<file path="src/rtl/multiply.sv">
// Sequential shift-add multiplier with independent stb/ack handshakes on both
// operands and the result. Produces the low `bits` bits of in1*in2 after a
// fixed latency, with at most one operation in flight.
module multiply #(
    parameter int unsigned bits = 16
) (
    input  logic            clk,
    input  logic            rst,
    input  logic [bits-1:0] in1,
    input  logic            in1_stb,
    output logic            in1_ack,
    input  logic [bits-1:0] in2,
    input  logic            in2_stb,
    output logic            in2_ack,
    output logic [bits-1:0] out1,
    output logic            out1_stb,
    input  logic            out1_ack
);

    localparam int unsigned CW = $clog2(bits) + 1;

    typedef enum logic [1:0] {
        READ_A_B,
        MULTIPLY,
        WRITE_Z
    } state_t;

    state_t          r_state;
    logic [bits-1:0] r_a;
    logic [bits-1:0] r_b;
    logic [bits-1:0] r_acc;
    logic [CW-1:0]   r_cnt;
    logic            r_a_held;
    logic            r_b_held;

    state_t          w_state;
    logic [bits-1:0] w_a;
    logic [bits-1:0] w_b;
    logic [bits-1:0] w_acc;
    logic [CW-1:0]   w_cnt;
    logic            w_a_held;
    logic            w_b_held;
    logic            w_in1_ack;
    logic            w_in2_ack;
    logic [bits-1:0] w_out1;
    logic            w_out1_stb;

    logic            w_xfer1;
    logic            w_xfer2;

    assign w_xfer1 = in1_stb & in1_ack;
    assign w_xfer2 = in2_stb & in2_ack;

    // Next-state and next-output logic; every register holds unless changed.
    always_comb begin
        w_state    = r_state;
        w_a        = r_a;
        w_b        = r_b;
        w_acc      = r_acc;
        w_cnt      = r_cnt;
        w_a_held   = r_a_held;
        w_b_held   = r_b_held;
        w_in1_ack  = 1'b0;
        w_in2_ack  = 1'b0;
        w_out1     = out1;
        w_out1_stb = out1_stb;

        case (r_state)
            READ_A_B: begin
                if (w_xfer1) begin
                    w_a      = in1;
                    w_a_held = 1'b1;
                end
                if (w_xfer2) begin
                    w_b      = in2;
                    w_b_held = 1'b1;
                end
                if (w_a_held && w_b_held) begin
                    // Both operands present: start a fresh accumulation.
                    w_state  = MULTIPLY;
                    w_acc    = '0;
                    w_cnt    = '0;
                    w_a_held = 1'b0;
                    w_b_held = 1'b0;
                end else begin
                    // Keep offering only the operands not yet captured.
                    w_in1_ack = ~w_a_held;
                    w_in2_ack = ~w_b_held;
                end
            end

            MULTIPLY: begin
                // One shift-add step per edge; no early exit on zero operands.
                if (r_b[0]) begin
                    w_acc = r_acc + r_a;
                end
                w_a   = r_a << 1;
                w_b   = r_b >> 1;
                w_cnt = r_cnt + CW'(1);
                if (r_cnt == CW'(bits - 1)) begin
                    w_state = WRITE_Z;
                end
            end

            WRITE_Z: begin
                if (!out1_stb) begin
                    w_out1     = r_acc;
                    w_out1_stb = 1'b1;
                end else if (out1_ack) begin
                    w_out1_stb = 1'b0;
                    w_state    = READ_A_B;
                    w_in1_ack  = 1'b1;
                    w_in2_ack  = 1'b1;
                end
            end

            default: begin
                w_state = READ_A_B;
            end
        endcase
    end

    // State and output registers with synchronous active-low reset.
    always_ff @(posedge clk) begin
        if (!rst) begin
            r_state  <= READ_A_B;
            r_a      <= '0;
            r_b      <= '0;
            r_acc    <= '0;
            r_cnt    <= '0;
            r_a_held <= 1'b0;
            r_b_held <= 1'b0;
            in1_ack  <= 1'b0;
            in2_ack  <= 1'b0;
            out1     <= '0;
            out1_stb <= 1'b0;
        end else begin
            r_state  <= w_state;
            r_a      <= w_a;
            r_b      <= w_b;
            r_acc    <= w_acc;
            r_cnt    <= w_cnt;
            r_a_held <= w_a_held;
            r_b_held <= w_b_held;
            in1_ack  <= w_in1_ack;
            in2_ack  <= w_in2_ack;
            out1     <= w_out1;
            out1_stb <= w_out1_stb;
        end
    end

endmodule
</file>
<file path="config.mk">
export PLATFORM = sky130hd
export DESIGN_NAME = multiply
export DESIGN_NICKNAME = d
export VERILOG_FILES = /design/src/rtl/multiply.sv
export SDC_FILE = /design/constraint.sdc
export NUM_CORES = 1
export LEC_CHECK = 0
export ABC_AREA = 1
export CAP_MARGIN = 20
export CORE_MARGIN = 2
export CORE_UTILIZATION = 55
export CTS_CLUSTER_SIZE = 8
export DETAILED_ROUTE_END_ITERATION = 6
export MAX_ROUTING_LAYER = met4
export PLACE_DENSITY = 0.81
export SYNTH_ARGS = -nofsm -noshare
export SYNTH_HDL_FRONTEND = slang
export SYNTH_SLANG_ARGS = --single-unit
</file>
<file path="constraint.sdc">
create_clock -name clk -period 2 [get_ports clk]
set_input_delay 0.5 -clock clk [delete_from_list [all_inputs] [get_ports clk]]
set_output_delay 0.5 -clock clk [all_outputs]
set_load 0.02 [all_outputs]
</file>
Word level (Yosys, flattened, before mapping)
Index checks and enable logic that the tools add are counted.
Widths: inputs -> output; s select.
- bits in registers: 76
- logic and storage cells: 65
- output and inout port bits: 19
- input port bits: 37
- equality and inequality tests: 10
- add/subtract/negate cells: 2
- bitwise gates (word level): 5
- reductions and logical operators: 9
- multiplexer cells: 28
- operator list (cell ; count):
    $pmux 16 s2 ; 3
    $mux 16 ; 4
    $add 16x16->16 ; 1
    $ne 2x2->1 const B ; 7
    $mux 1 ; 12
    $pmux 5 s2 ; 1
    $mux 2 ; 4
    $reduce_and 2->1 ; 4
    $pmux 2 s3 ; 1
    $add 5x1->5 const B ; 1
    $eq 5x4->1 const B ; 1
    $mux 5 ; 1
    $pmux 1 s2 ; 2
    $reduce_and 4->1 ; 1
    $not 1->1 ; 3
    $reduce_and 3->1 ; 1
    $and 1x1->1 ; 2
    $eq 2x1->1 const B ; 1
    $eq 2x2->1 const B ; 1
    $logic_not 2->1 ; 1
    $reduce_bool 2->1 ; 1
    $logic_and 1x1->1 ; 1

Depth between registers and ports, before layout
- depth in word-level cells: 6
- gate-level depth with buffers: 11
- depth with buffers taken out: 11

Worst setup path after synthesis
OpenSTA, ideal clock, no wires.
- kind: register -> register
- start: reg r_a[0]
- end: reg r_acc[8]
- period minus slack after synthesis: 1.723 ns
- arrival: 1.591 ns
- stages on the path, launching flop included: 11
- path slack: 0.277 ns
- path buffers: 0
- cell sequence: dfxtp_1 > ha_1 > inv_1 > fa_1 > inv_1 > nand3_1 > nand3_1 > a21oi_1 > or2_2 > nand3_1 > a21oi_1
- cells in the longest elaborated chain, start to end: 3
- RTL lines (what ; RTL line ; text):
    start, declared ; 29 ; logic [bits-1:0] r_a;
    start signal, assigned ; 139 ; r_a <= w_a;
    $add 16x16->16 ; 95 ; w_acc = r_acc + r_a;
    $mux 16 ; 94 ; if (r_b[0]) begin
    $pmux 16 s2 ; 68 ; case (r_state)
    end signal, assigned ; 141 ; r_acc <= w_acc;
    end, declared ; 31 ; logic [bits-1:0] r_acc;
Every way passes these cells. The select of a mux whose other input is x is not followed.
A chain may end at the register's enable or synchronous reset.

Worst setup path in the final report
- start: reg out1_stb
- end: out out1_stb
- RTL lines (what ; RTL line ; text):
    start, declared ; 16 ; output logic out1_stb,
    start signal, assigned ; 148 ; out1_stb <= w_out1_stb;
No word-level cell between the ends.

==> impl_metrics.yaml <==
timing:
  final.period_utilization: 0.931
  slew_headroom: 0.665
  finClkSkew_ns: 0.00615
  setup_ws_ns: 0.139
  finalMaxSlewViolations: 0
  fmax_mhz: 537
  tightest_slew_ns: 0.502
  period_needed_ns: 1.86
  hold_violations: 0
  finalSetupViolations: 0
global_routing:
  grt_usage: 0.255
  grt_pass1_wl_um: 15400
  grt_overflow_total: 0
  grt_max_degree: 44
  antenna_found_initial: 0
  first_global_vias: 3678
synthesis:
  yosys_warnings: 0
  synth.cell_area_um2: 3900
  syn-num-nets: 629
  postSynthCellCount: 574
  avgSynthCellArea_um2: 6.80
  ys_seq_area_frac: 0.390
  synth_cell_type_count: 31
  ys_ff_latch: 76
floorplan:
  io_pins: 56
  dieArea_um2: 7790
  core_um2: 6830
  die_w_um: 88.2
  rows: 30
  fp.dieH_um: 88.2
  start_util: 0.571
clock_tree:
  clock_sinks: 76
  ctsHoldBuffers: 0
  postCtsSetupRepairBufs: 0
  htree_levels: 3
  numCtsBuffers: 9
  cts_resized: 0
  clockRootBuffer: "clkbuf_8"
  clk_pin_slew_ns: 0.08
  clockBufferDepth: 2
  clk_latency_ns: 0.35
  cts_tree: "yes"
pwr:
  pwr-share-comb: 0.164
  ir_drop_uv: 544
  p_int_uw: 2420
  p_sw_uw: 946
  power_frac_clock: 0.335
  leakagePower_uw: 0.00208
  seq_power_share: 0.500
  cellPowerDensity_nw_per_um2: 709
  p_sw_frac: 0.281
setup_path:
  crit_fanout: 4
  path_delay_family: "buffers and inverters"
  crit_chain: "clkdlybuf4s50_1"
  worstPathRequired_ns: 1.50
  critPathCaptureType: "primary output"
  max_stage_delay_ns: 0.62
  path_buf_inv: 1
  cp-start-kind: "register"
  cp_slowest_cell: "clkdlybuf4s50_1"
  path_class: "register to primary output"
  arrival_ns: 1.36
finish:
  post_route_cells_drive_above_1_share: 0.0777
  diodes: 0
  layout.cells.non_filler: 727
  fill_cells: 619
  final_util: 0.695
  fin_area_um2: 4750
  final_common_cell: "nand2_1"
  area_delta_synth_final_pct: 21.6
  nets: 682
  mostFrequentLayoutCells: "nand2_1 (189), dfxtp_1 (75), clkdlybuf4s50_1 (55), inv_1 (52), a21oi_1 (50)"
route:
  viasPerCell: 5.18
  num_vias: 3763
  drtIter0Drc: 166
  firstDrtPassIters: 4
  drtAntennaViolNets: 0
  drc: 0
  wl_um: 9060
  wl_per_cell_um: 12.5
job:
  maxCapViolations: 0
placed_design:
  dpl.hpwl_um: 6670
  portBuffers: 55
  placement.cell_area_um2: 4550
  dp_slack_ns: 0.0554
  place.gp.congestion: 0.873
  place_inst: 712
hold_path:
  hp-class: "register to register"
run_status:
  run_status: "finished clean"
## cell families (layout without fill, tap and decap cells)
| group | after synthesis | after routing | synth area share |
|---|---|---|---|
| adders and majority gates | 18 | 18 | 0.0596 |
| and+or+nand+nor | 278 | 278 | 0.298 |
| AOI/OAI and AO/OA | 117 | 117 | 0.163 |
| DFF | 76 | 76 | 0.390 |
| buffers and inverters | 84 | 141 | 0.0875 |
| xor gates and xnor gates | 1 | 1 | 0.00224 |
## per-stage QoR
step | hold slack, ns | power (uW) | TNS (ns)
global placement | 0.451 | 2240 | 0
floorplan | 0.444 | 2070 | 0
finish | 0.463 | 3360 | 0
global route | 0.485 | 3520 | -0.00411
detailed placement | 0.456 | 2270 | 0
CTS | 0.468 | 3380 | 0
## synthesized netlist by cell type, drive strengths merged
cell / number / area (um^2)
a211oi: 1 / 7.51
a21oi: 51 / 259
a221oi: 1 / 8.76
a31oi: 30 / 188
and2: 1 / 6.26
and3: 1 / 6.26
buf: 10 / 63.8
clkbuf: 14 / 52.6
clkinv: 2 / 7.51
dfxtp: 76 / 1520
fa: 1 / 20.0
ha: 17 / 213
inv: 58 / 218
nand2: 191 / 722
nand3: 42 / 210
nand3b: 3 / 22.5
nand4: 1 / 6.26
nor2: 24 / 105
nor3: 7 / 35.0
o21ai: 32 / 160
o22ai: 2 / 12.5
or2: 8 / 50.1
xor2: 1 / 8.76
## power groups by stage
stage	Clock [uW]	Combinational (uW)	Sequential (uW)
after floorplan	0	368	1700
after global placement	0	530	1710
after detailed placement	0	552	1720
after CTS	1140	553	1680
after global routing	1200	625	1690
final	1130	553	1680
## cell type report
| class | count | area (um^2) | share of cell area |
|---|---|---|---|
| Clock inverter | 5 | 53.8 | 0.0113 |
| Inverter | 60 | 225 | 0.0475 |
| Timing Repair Buffer | 66 | 646 | 0.136 |
| Sequential cell | 76 | 1520 | 0.321 |
| Tap cell | 96 | 120 | 0.0253 |
| Multi-Input combinational cell | 414 | 2050 | 0.432 |
| Clock buffer | 10 | 128 | 0.0269 |
## worst paths after layout
kind                          from                     to  slack, ns  depth (start not counted)
max          out1_stb$_SDFFE_PN0N_               out1_stb       0.14                          1
min           out1[5]$_SDFFE_PN0P_   out1[5]$_SDFFE_PN0P_       0.46                          2
max reg2reg    r_a[0]$_SDFFE_PN0P_  r_acc[8]$_SDFFE_PN0P_       0.15                         10
min reg2reg   out1[5]$_SDFFE_PN0P_   out1[5]$_SDFFE_PN0P_       0.46                          2
## state kept, by name (all words and copies together), names as in the netlist
| register | flops |
|---|---|
| in1_ack | 1 |
| in2_ack | 1 |
| out1 | 16 |
| out1_stb | 1 |
| r_a | 16 |
| r_a_held | 1 |
| r_acc | 16 |
| r_b | 16 |
| r_b_held | 1 |
| r_cnt | 5 |
| r_state | 2 |
## per-layer routing
metal  GRT usage  wire length [um]  vias up
met3      0.0364               180       13
met4      0.0826               127        0
met2       0.451              4660       39
li1            -                 -     1982
met5           -                 0        -
met1       0.298              4090     1729
## tightest hold or removal path, delay by kind of cell (launching register included)
kind | cells | cell delay [ns]
flops | 1 | 0.31
compound gates | 1 | 0.05
simple gates | 1 | 0.06
(Power assumes the default switching activity.)
